==> config.mk <==
export PLATFORM = sky130hd
export DESIGN_NAME = uart_tx
export DESIGN_NICKNAME = d
export VERILOG_FILES = /design/src/rtl/uart_pkg.sv /design/src/rtl/uart_baud_cnt.sv /design/src/rtl/uart_tx.sv
export SDC_FILE = /design/constraint.sdc
export NUM_CORES = 1
export LEC_CHECK = 0
export BUFFER_PORTS_ARGS = -buffer_cell sky130_fd_sc_hd__buf_2
export CAP_MARGIN = 10
export CORE_MARGIN = 2
export CORE_UTILIZATION = 30
export CTS_CLUSTER_SIZE = 12
export DETAILED_ROUTE_END_ITERATION = 12
export SETUP_SLACK_MARGIN = 0.5
export SLEW_MARGIN = 5
export SYNTH_ARGS = -nofsm -noshare
export SYNTH_HDL_FRONTEND = slang
export SYNTH_SLANG_ARGS = --single-unit
export TNS_END_PERCENT = 30
==> constraint.sdc <==
create_clock -name clk_i -period 1.5 [get_ports clk_i]
set_input_delay 0.15 -clock clk_i [delete_from_list [all_inputs] [get_ports clk_i]]
set_output_delay 0.15 -clock clk_i [all_outputs]
set_load 0.01 [all_outputs]
==> src/rtl/uart_pkg.sv <==
// uart_pkg
//   Shared definitions for the UART transmitter: the frame state encoding
//   and the default values of the transmitter parameters.
package uart_pkg;

  typedef enum logic [2:0] {
    ST_IDLE   = 3'd0,
    ST_START  = 3'd1,
    ST_DATA   = 3'd2,
    ST_PARITY = 3'd3,
    ST_STOP   = 3'd4
  } uart_state_t;

  localparam int DEF_DATA_WIDTH = 8;
  localparam int DEF_CLK_DIV    = 16;
  localparam int DEF_PARITY_EN  = 0;
  localparam int DEF_PARITY_ODD = 0;
  localparam int DEF_STOP_BITS  = 1;

endpackage

==> src/rtl/uart_baud_cnt.sv <==
// uart_baud_cnt
//   Bit-period timer. Counts 0..CLK_DIV-1 and wraps; tick_o marks the last
//   cycle of a bit period. clr_i forces the count back to 0 on the next edge.
//
//   clk_i   in   system clock
//   rstn_i  in   asynchronous active-low reset
//   clr_i   in   restart the count at 0
//   tick_o  out  high while the count equals CLK_DIV-1
module uart_baud_cnt
  import uart_pkg::*;
#(
  parameter int CLK_DIV = DEF_CLK_DIV
) (
  input  logic clk_i,
  input  logic rstn_i,
  input  logic clr_i,
  output logic tick_o
);

  localparam int CNT_W = $clog2(CLK_DIV);

  logic [CNT_W-1:0] r_cnt;

  assign tick_o = (r_cnt == CNT_W'(CLK_DIV - 1));

  always_ff @(posedge clk_i or negedge rstn_i) begin
    if (!rstn_i) begin
      r_cnt <= '0;
    end else if (clr_i || tick_o) begin
      r_cnt <= '0;
    end else begin
      r_cnt <= r_cnt + 1'b1;
    end
  end

endmodule

==> src/rtl/uart_tx.sv <==
// uart_tx
//   UART transmitter with a valid/ready word input. Frame: one start bit,
//   DATA_WIDTH data bits LSB first, optional parity bit, STOP_BITS stop bits,
//   each bit held for CLK_DIV clocks. A new word may be accepted in the last
//   cycle of the last stop bit, giving gap-free back-to-back frames.
//
//   clk_i      in   system clock
//   rstn_i     in   asynchronous active-low reset
//   rd_vld_i   in   upstream word valid
//   rd_rdy_o   out  word accepted this cycle when rd_vld_i is also high
//   rd_data_i  in   upstream word
//   tx_o       out  serial line, idles high, driven from a register
//   busy_o     out  a frame is in progress
//   done_o     out  pulse in the final cycle of the last stop bit
module uart_tx
  import uart_pkg::*;
#(
  parameter int DATA_WIDTH = DEF_DATA_WIDTH,
  parameter int CLK_DIV    = DEF_CLK_DIV,
  parameter int PARITY_EN  = DEF_PARITY_EN,
  parameter int PARITY_ODD = DEF_PARITY_ODD,
  parameter int STOP_BITS  = DEF_STOP_BITS
) (
  input  logic                  clk_i,
  input  logic                  rstn_i,
  input  logic                  rd_vld_i,
  output logic                  rd_rdy_o,
  input  logic [DATA_WIDTH-1:0] rd_data_i,
  output logic                  tx_o,
  output logic                  busy_o,
  output logic                  done_o
);

  // Bit index also counts stop bits; DATA_WIDTH >= 5 keeps this >= 3 bits.
  localparam int IDX_W = $clog2(DATA_WIDTH);

  uart_state_t            r_state;
  uart_state_t            w_state_next;
  logic [IDX_W-1:0]       r_bit_idx;
  logic [IDX_W-1:0]       w_bit_idx_next;
  logic [DATA_WIDTH-1:0]  r_shift;
  logic [DATA_WIDTH-1:0]  w_shift_next;
  logic                   r_par;
  logic                   w_par_next;
  logic                   r_tx;
  logic                   w_tx_next;
  logic                   w_tick;
  logic                   w_clr;
  logic                   w_last_stop;
  logic                   w_xfer;

  uart_baud_cnt #(
    .CLK_DIV (CLK_DIV)
  ) u_baud_cnt (
    .clk_i  (clk_i),
    .rstn_i (rstn_i),
    .clr_i  (w_clr),
    .tick_o (w_tick)
  );

  // Final cycle of the final stop bit: the only in-frame slot for a handshake.
  assign w_last_stop = (r_state == ST_STOP) && w_tick &&
                       (r_bit_idx == IDX_W'(STOP_BITS - 1));

  assign rd_rdy_o = (r_state == ST_IDLE) || w_last_stop;
  assign w_xfer   = rd_vld_i && rd_rdy_o;
  assign done_o   = w_last_stop;
  assign busy_o   = (r_state != ST_IDLE);
  assign tx_o     = r_tx;

  always_comb begin
    w_state_next   = r_state;
    w_bit_idx_next = r_bit_idx;
    w_shift_next   = r_shift;
    w_par_next     = r_par;
    w_tx_next      = r_tx;

    // Parity is taken from the whole word at capture, before any shifting.
    if (w_xfer) begin
      w_shift_next = rd_data_i;
      w_par_next   = (^rd_data_i) ^ (PARITY_ODD != 0);
    end

    case (r_state)
      ST_IDLE: begin
        if (w_xfer) w_state_next = ST_START;
      end
      ST_START: begin
        if (w_tick) w_state_next = ST_DATA;
      end
      ST_DATA: begin
        if (w_tick) begin
          if (r_bit_idx == IDX_W'(DATA_WIDTH - 1)) begin
            w_state_next = (PARITY_EN != 0) ? ST_PARITY : ST_STOP;
          end else begin
            w_bit_idx_next = r_bit_idx + 1'b1;
            w_shift_next   = r_shift >> 1;
          end
        end
      end
      ST_PARITY: begin
        if (w_tick) w_state_next = ST_STOP;
      end
      ST_STOP: begin
        if (w_tick) begin
          if (r_bit_idx == IDX_W'(STOP_BITS - 1)) begin
            w_state_next = w_xfer ? ST_START : ST_IDLE;
          end else begin
            w_bit_idx_next = r_bit_idx + 1'b1;
          end
        end
      end
      default: w_state_next = ST_IDLE;
    endcase

    if (w_state_next != r_state) w_bit_idx_next = '0;

    // Line level is computed for the coming cycle so tx_o stays registered.
    case (w_state_next)
      ST_IDLE:   w_tx_next = 1'b1;
      ST_START:  w_tx_next = 1'b0;
      ST_DATA:   w_tx_next = w_shift_next[0];
      ST_PARITY: w_tx_next = w_par_next;
      ST_STOP:   w_tx_next = 1'b1;
      default:   w_tx_next = 1'b1;
    endcase
  end

  // Hold the counter cleared in IDLE and restart it on every state entry.
  assign w_clr = (w_state_next != r_state) || (r_state == ST_IDLE);

  always_ff @(posedge clk_i or negedge rstn_i) begin
    if (!rstn_i) begin
      r_state   <= ST_IDLE;
      r_bit_idx <= '0;
      r_shift   <= '0;
      r_par     <= 1'b0;
      r_tx      <= 1'b1;
    end else begin
      r_state   <= w_state_next;
      r_bit_idx <= w_bit_idx_next;
      r_shift   <= w_shift_next;
      r_par     <= w_par_next;
      r_tx      <= w_tx_next;
    end
  end

endmodule

Word-level counts from Yosys, hierarchy flattened. Cells that the tools add are included.

Bits in registers: 20. Output and inout port bits: 4. Input port bits: 11. Word-level logic and storage cells: 56.

Equality and inequality tests: 14. Reduce and logical (&&, ||, !) cells: 12. $add $sub $neg: 2. Multiplexer cells: 22.

Operators with widths (count): $mux W3 (12); $mux W8 (4); $pmux W3 S5 (1); $eq A3 B2 Y1 const B (4); $reduce_xor A8 Y1 (1); $eq A3 B1 Y1 const B (2); $eq A3 B3 Y1 const B (2); $logic_not A3 Y1 (2); $ne A3 B2 Y1 const B (2); $pmux W3 S2 (1); $reduce_bool A3 Y1 (2); $reduce_and A5 Y1 (1); $add A4 B1 Y4 const B (1); $eq A4 B4 Y1 const B (1); $mux W4 (1); $add A3 B1 Y3 const B (1); $logic_and A1 B1 Y1 (3); $logic_or A1 B1 Y1 (3); $ne A3 B1 Y1 const B (1); $ne A3 B3 Y1 (1); $ne A3 B3 Y1 const B (1); $pmux W1 S3 (1); $mux W1 (2).

Depth between registers and ports, before layout.
Depth in word-level cells: 13. Depth in mapped cells: 8. Mapped depth without buffers: 7.

Modules after synthesis. From an unflattened synthesis, not the netlist that was laid out.

Cell total of the unflattened synthesis: 120. Area, all modules: 1142.3 sq um.

By module, submodules not included: uart_tx (instances 1, cells an instance 107, seq. area each 401.6 sq um, area each 970.9 sq um); uart_baud_cnt (instances 1, cells an instance 13, seq. area each 100.1 sq um, area each 171.4 sq um).

Worst setup path before layout. Ideal clock, no wire load.

Path kind: register -> register. From: register u_baud_cnt.r_cnt[0]. To: register r_shift[1]. Period minus slack after synthesis: 1614 ps. Arrival: 1476 ps. Library setup time: 137 ps. Data required time: 1363 ps. Cell stages (with the launch flop): 9. Buffers on the path: 2. Setup slack: -114 ps. Path through: dfrtp_1 -> ha_1 -> and3_1 -> buf_6 -> nand2_4 -> a21o_1 -> buf_6 -> mux2i_1 -> a21oi_1.

Word-level cells in the longest chain between the ends: 9.

RTL lines: start: declaration (line uart_baud_cnt.sv:22) `logic [CNT_W-1:0] r_cnt;`; start signal: assignment (line uart_baud_cnt.sv:32) `r_cnt <= r_cnt + 1'b1;`; $eq A4 B4 Y1 * (line uart_baud_cnt.sv:24) `assign tick_o = (r_cnt == CNT_W'(CLK_DIV - 1));`; $logic_and A1 B1 Y1 (2 in series) (line uart_tx.sv:62) `assign w_last_stop = (r_state == ST_STOP) && w_tick &&`; $logic_or A1 B1 Y1 (line uart_tx.sv:65) `assign rd_rdy_o = (r_state == ST_IDLE) || w_last_stop;`; $logic_and A1 B1 Y1 (line uart_tx.sv:66) `assign w_xfer = rd_vld_i && rd_rdy_o;`; $mux W8 (line uart_tx.sv:79) `if (w_xfer) begin`; $mux W8 (line uart_tx.sv:93) `if (r_bit_idx == IDX_W'(DATA_WIDTH - 1)) begin`; $mux W8 (line uart_tx.sv:92) `if (w_tick) begin`; $mux W8 * (line uart_tx.sv:84) `case (r_state)`; via w_shift_next[1] (line uart_tx.sv:42) `logic [DATA_WIDTH-1:0] w_shift_next;`; end signal: assignment (line uart_tx.sv:142) `r_shift <= w_shift_next;`; end: declaration (line uart_tx.sv:41) `logic [DATA_WIDTH-1:0] r_shift;`.

The timed path passes the listed nets; every way through them passes the cells marked *. A chain may end at the register's enable or synchronous reset.

Final worst setup path.
From: register r_bit_idx[0]. To: output rd_rdy_o.

Word-level cells in the longest chain between the ends: 3.

RTL lines: start: declaration (line uart_tx.sv:39) `logic [IDX_W-1:0] r_bit_idx;`; start signal: assignment (line uart_tx.sv:141) `r_bit_idx <= w_bit_idx_next;`; $logic_not A3 Y1 (line uart_tx.sv:63) `(r_bit_idx == IDX_W'(STOP_BITS - 1));`; $logic_and A1 B1 Y1 (line uart_tx.sv:62); $logic_or A1 B1 Y1 (line uart_tx.sv:65); end: declaration (line uart_tx.sv:27) `output logic rd_rdy_o,`.

Every way passes these cells.

==> key figures <==
Floorplanning
  • Starting Density: 31.4%
  • Core area: 3720 µm²
  • Row count: 22
  • Die Area: 4410 µm²
  • Die width: 66.4 µm
  • Die outline height: 66.4 µm
  • Num ports: 15

Pwr
  • Total power: 2.68 mW
  • Leakage power total: 0.750 nW
  • Worst vdd ir: 0.360 mV
  • Pwr dens: 1650 nW/µm²

STA
  • Clock Skew: 3.24 ps
  • Hold Vio Cnt, Final: 0
  • Slew Viols, Final: 0
  • Rel. slew slack: 70.4%
  • Worst hold slack: 199 ps
  • Final period util: 108%
  • Worst slew pin tran: 444 ps
  • Final setup fails: 16
  • Final setup margin: -124 ps
  • Min cycle time layout: 1620 ps
  • RSZ-0062 raised after global routing: true
  • Peak Freq: 0.616 GHz

Worst hold path
  • Worst min path class: input port to register

Critical path
  • Crit-path cells: inv_1 -> ha_2 -> and2b_2 -> nand2_4 -> buf_6 -> a21boi_2 -> buf_2
  • Crit start category: register
  • Crit end category: output port
  • CP required: 1350 ps
  • Critical Path AT: 1470 ps
  • Crit-path max FO: 4
  • Crit Path Category: register to output port
  • Largest stage delay on the critical path: 400 ps
  • CP max stage cell: dfrtp_1

Drt
  • Top routing layer used: met4
  • DRC Markers: 0
  • Drt pass-1 iters: 4
  • Routed wire length: 2.63 mm
  • DR WL met2: 1.37 mm
  • Number of routed nets with antenna violations: 0
  • Met1 WL: 1.07 mm
  • Met3 routed WL: 96 µm
  • DR iter-0 viols: 37
  • Vias/cell: 4.81
  • DR vias: 966
  • Wire per inst: 13.1 µm

Global routing
  • Largest net degree at the start of global routing: 21
  • Initial antenna violation count: 0
  • Total grt overflow: 0
  • GRT Util Overall: 13.5%
  • Vias in the first global route: 1018
  • First-pass GRT wire length: 4.53 mm

Job
  • Max-cap check violation count: 0

CTS
  • Cts bufs inserted: 3
  • CTS sink count: 20
  • CTS Buffer Depth: 2
  • CTS Root Cell: clkbuf_8
  • Clk_lat worst skew: 260 ps
  • Clock slew at reported path FFs: 70 ps
  • H-Tree Depth: 1
  • CTS tree: yes

Synthesis
  • Main combinational cell family by area after synthesis: simple AND/OR/NAND/NOR gates
  • Simple-gate share of the synthesized area: 18.4%
  • Synth Warn #: 0
  • Post-synthesis xor/xnor area fraction: 7.49%
  • FF+latch count, synth: 20
  • Cell count after synthesis: 116
  • Mux contribution to synthesized area: 8.57%
  • Sequential share of the synthesized area: 42.9%
  • Synth Area in Compound Gates: 13.5%
  • Synth Net Count: 131
  • Adder-cell share of the synthesized area: 4.28%
  • Synth Cell Area: 1170 µm²
  • Library cells used by synthesis: 36
  • Syn_area_per_cell: 10.1 µm²

Placed design
  • Pre-CTS setup slack: -135 ps
  • Number of port buffers: 14
  • Placer Congestion: 0.875
  • Placed cell areas: 1400 µm²
  • Placed wire-length estimate: 1.83 mm

Finish
  • Design Area, Final: 1630 µm²
  • Antenna diodes: 0
  • Area Growth Syn to Fin: 39.3%
  • NumNets Final: 169
  • Share of cells above drive strength 1: 39.2%
  • Final core utilization: 43.8%

Status
  • Failing checks: negative setup slack
  • Status: finished, violations left
[layout by cell type (no fill, tap or decap), drive strengths merged, types with 2 or more instances in the layout]
| cell type | count |
|---|---|
| o21ai | 5 |
| dfrtp | 19 |
| nor2 | 17 |
| ha | 4 |
| nand2b | 2 |
| inv | 4 |
| nand2 | 5 |
| xor2 | 2 |
| clkbuf | 4 |
| nor2b | 2 |
| buf | 37 |
| a21oi | 8 |
| and2b | 2 |
| nand3 | 5 |
| mux2i | 10 |
| xnor2 | 8 |
[layout make-up]
class                   instances  area, µm²
clock buffers                   4       55.1
fillers                       364       2090
inverters                       4       15.0
multi-input cells              87        699
flip-flops and latches         20        502
well taps                      48       60.1
repair buffers                 38        297
[flip-flops by register name (all words and copies together) (netlist names)]
name,count
r_shift,8
u_baud_cnt.r_cnt,4
r_bit_idx,3
r_state,3
r_par,1
tx_o,1
[synth_stat cells]
library cell,count,area [µm²]
o21bai_1,1,7.51
o21a_1,1,7.51
mux2i_1,10,100
clkbuf_1,2,7.51
a21boi_0,1,7.51
o21ai_0,5,25.0
a41oi_2,1,16.3
xnor2_1,8,70.1
dfrtp_1,19,475
nand2_4,1,11.3
and3_1,1,6.26
nor3_4,1,16.3
or3_1,1,6.26
a32oi_1,1,8.76
nand4_1,1,6.26
ha_1,4,50.1
a31oi_1,1,6.26
nand3_1,5,25.0
o211ai_1,1,7.51
o311ai_1,1,8.76
and4b_2,1,11.3
a21o_1,1,7.51
buf_6,3,33.8
nand2b_1,2,12.5
o22ai_1,1,6.26
a21oi_1,8,40.0
nor2_1,17,63.8
nor3b_2,1,12.5
and2b_2,1,8.76
xor2_1,2,17.5
nor2b_1,2,12.5
and2b_1,1,7.51
dfstp_2,1,26.3
inv_1,4,15.0
nand2_1,4,15.0
a2bb2oi_1,1,8.76
[where the power goes]
part           switching (mW)  internal [mW]
Clock                   0.176          0.234
Combinational           0.604          0.711
Sequential              0.182          0.777
Total                   0.962           1.72
[worst paths after layout]
path,end,slack [ps],cells after the start,from
max,rd_rdy_o,-120,7,r_bit_idx[0]
min,r_shift[1],200,3,rd_data_i[1]
max reg2reg,tx_o,-100,7,u_baud_cnt.r_cnt[1]
min reg2reg,r_par,500,2,r_par
max in group asynchronous,tx_o,800,2,rstn_i
min in group asynchronous,r_shift[3],360,2,rstn_i
[layer usage]
| layer | track usage [%] | up-vias |
|---|---|---|
| met3 | 2.39 | 7 |
| met1 | 15.3 | 465 |
| met2 | 23.3 | 19 |
| met4 | 8.67 | 0 |
| met5 | 0 | - |
| li1 | - | 475 |
[logic make-up after synthesis]
family,Yosys count
compound gates,24
xor+xnor,10
fa+ha+maj,4
buf+inv,9
flops,20
mux,10
simple gates,39
[per-stage QoR]
stage	instances	setup TNS [ps]
detailed placement	189	-1120
CTS	201	-1080
global placement	189	-443
finish	201	-886
global route	201	-2210
floorplan	116	-164
[timing repair]
item	CTS	global route
hold endpoints to repair	19	0
setup buffers	7	0
hold buffers	1	0
gates resized for setup	19	5
endpoints found under the setup margin	24	24
pin swaps	16	10
[critical path: cells and delay by family (launching register included)]
kind                       cells  cell delay (ps)
AOI/OAI and AO/OA              1              100
adders and majority gates      1              160
buffers and inverters          3              320
DFF                            1              400
and+or+nand+nor                2              230
No activity file was read; power rests on OpenSTA's default activity.
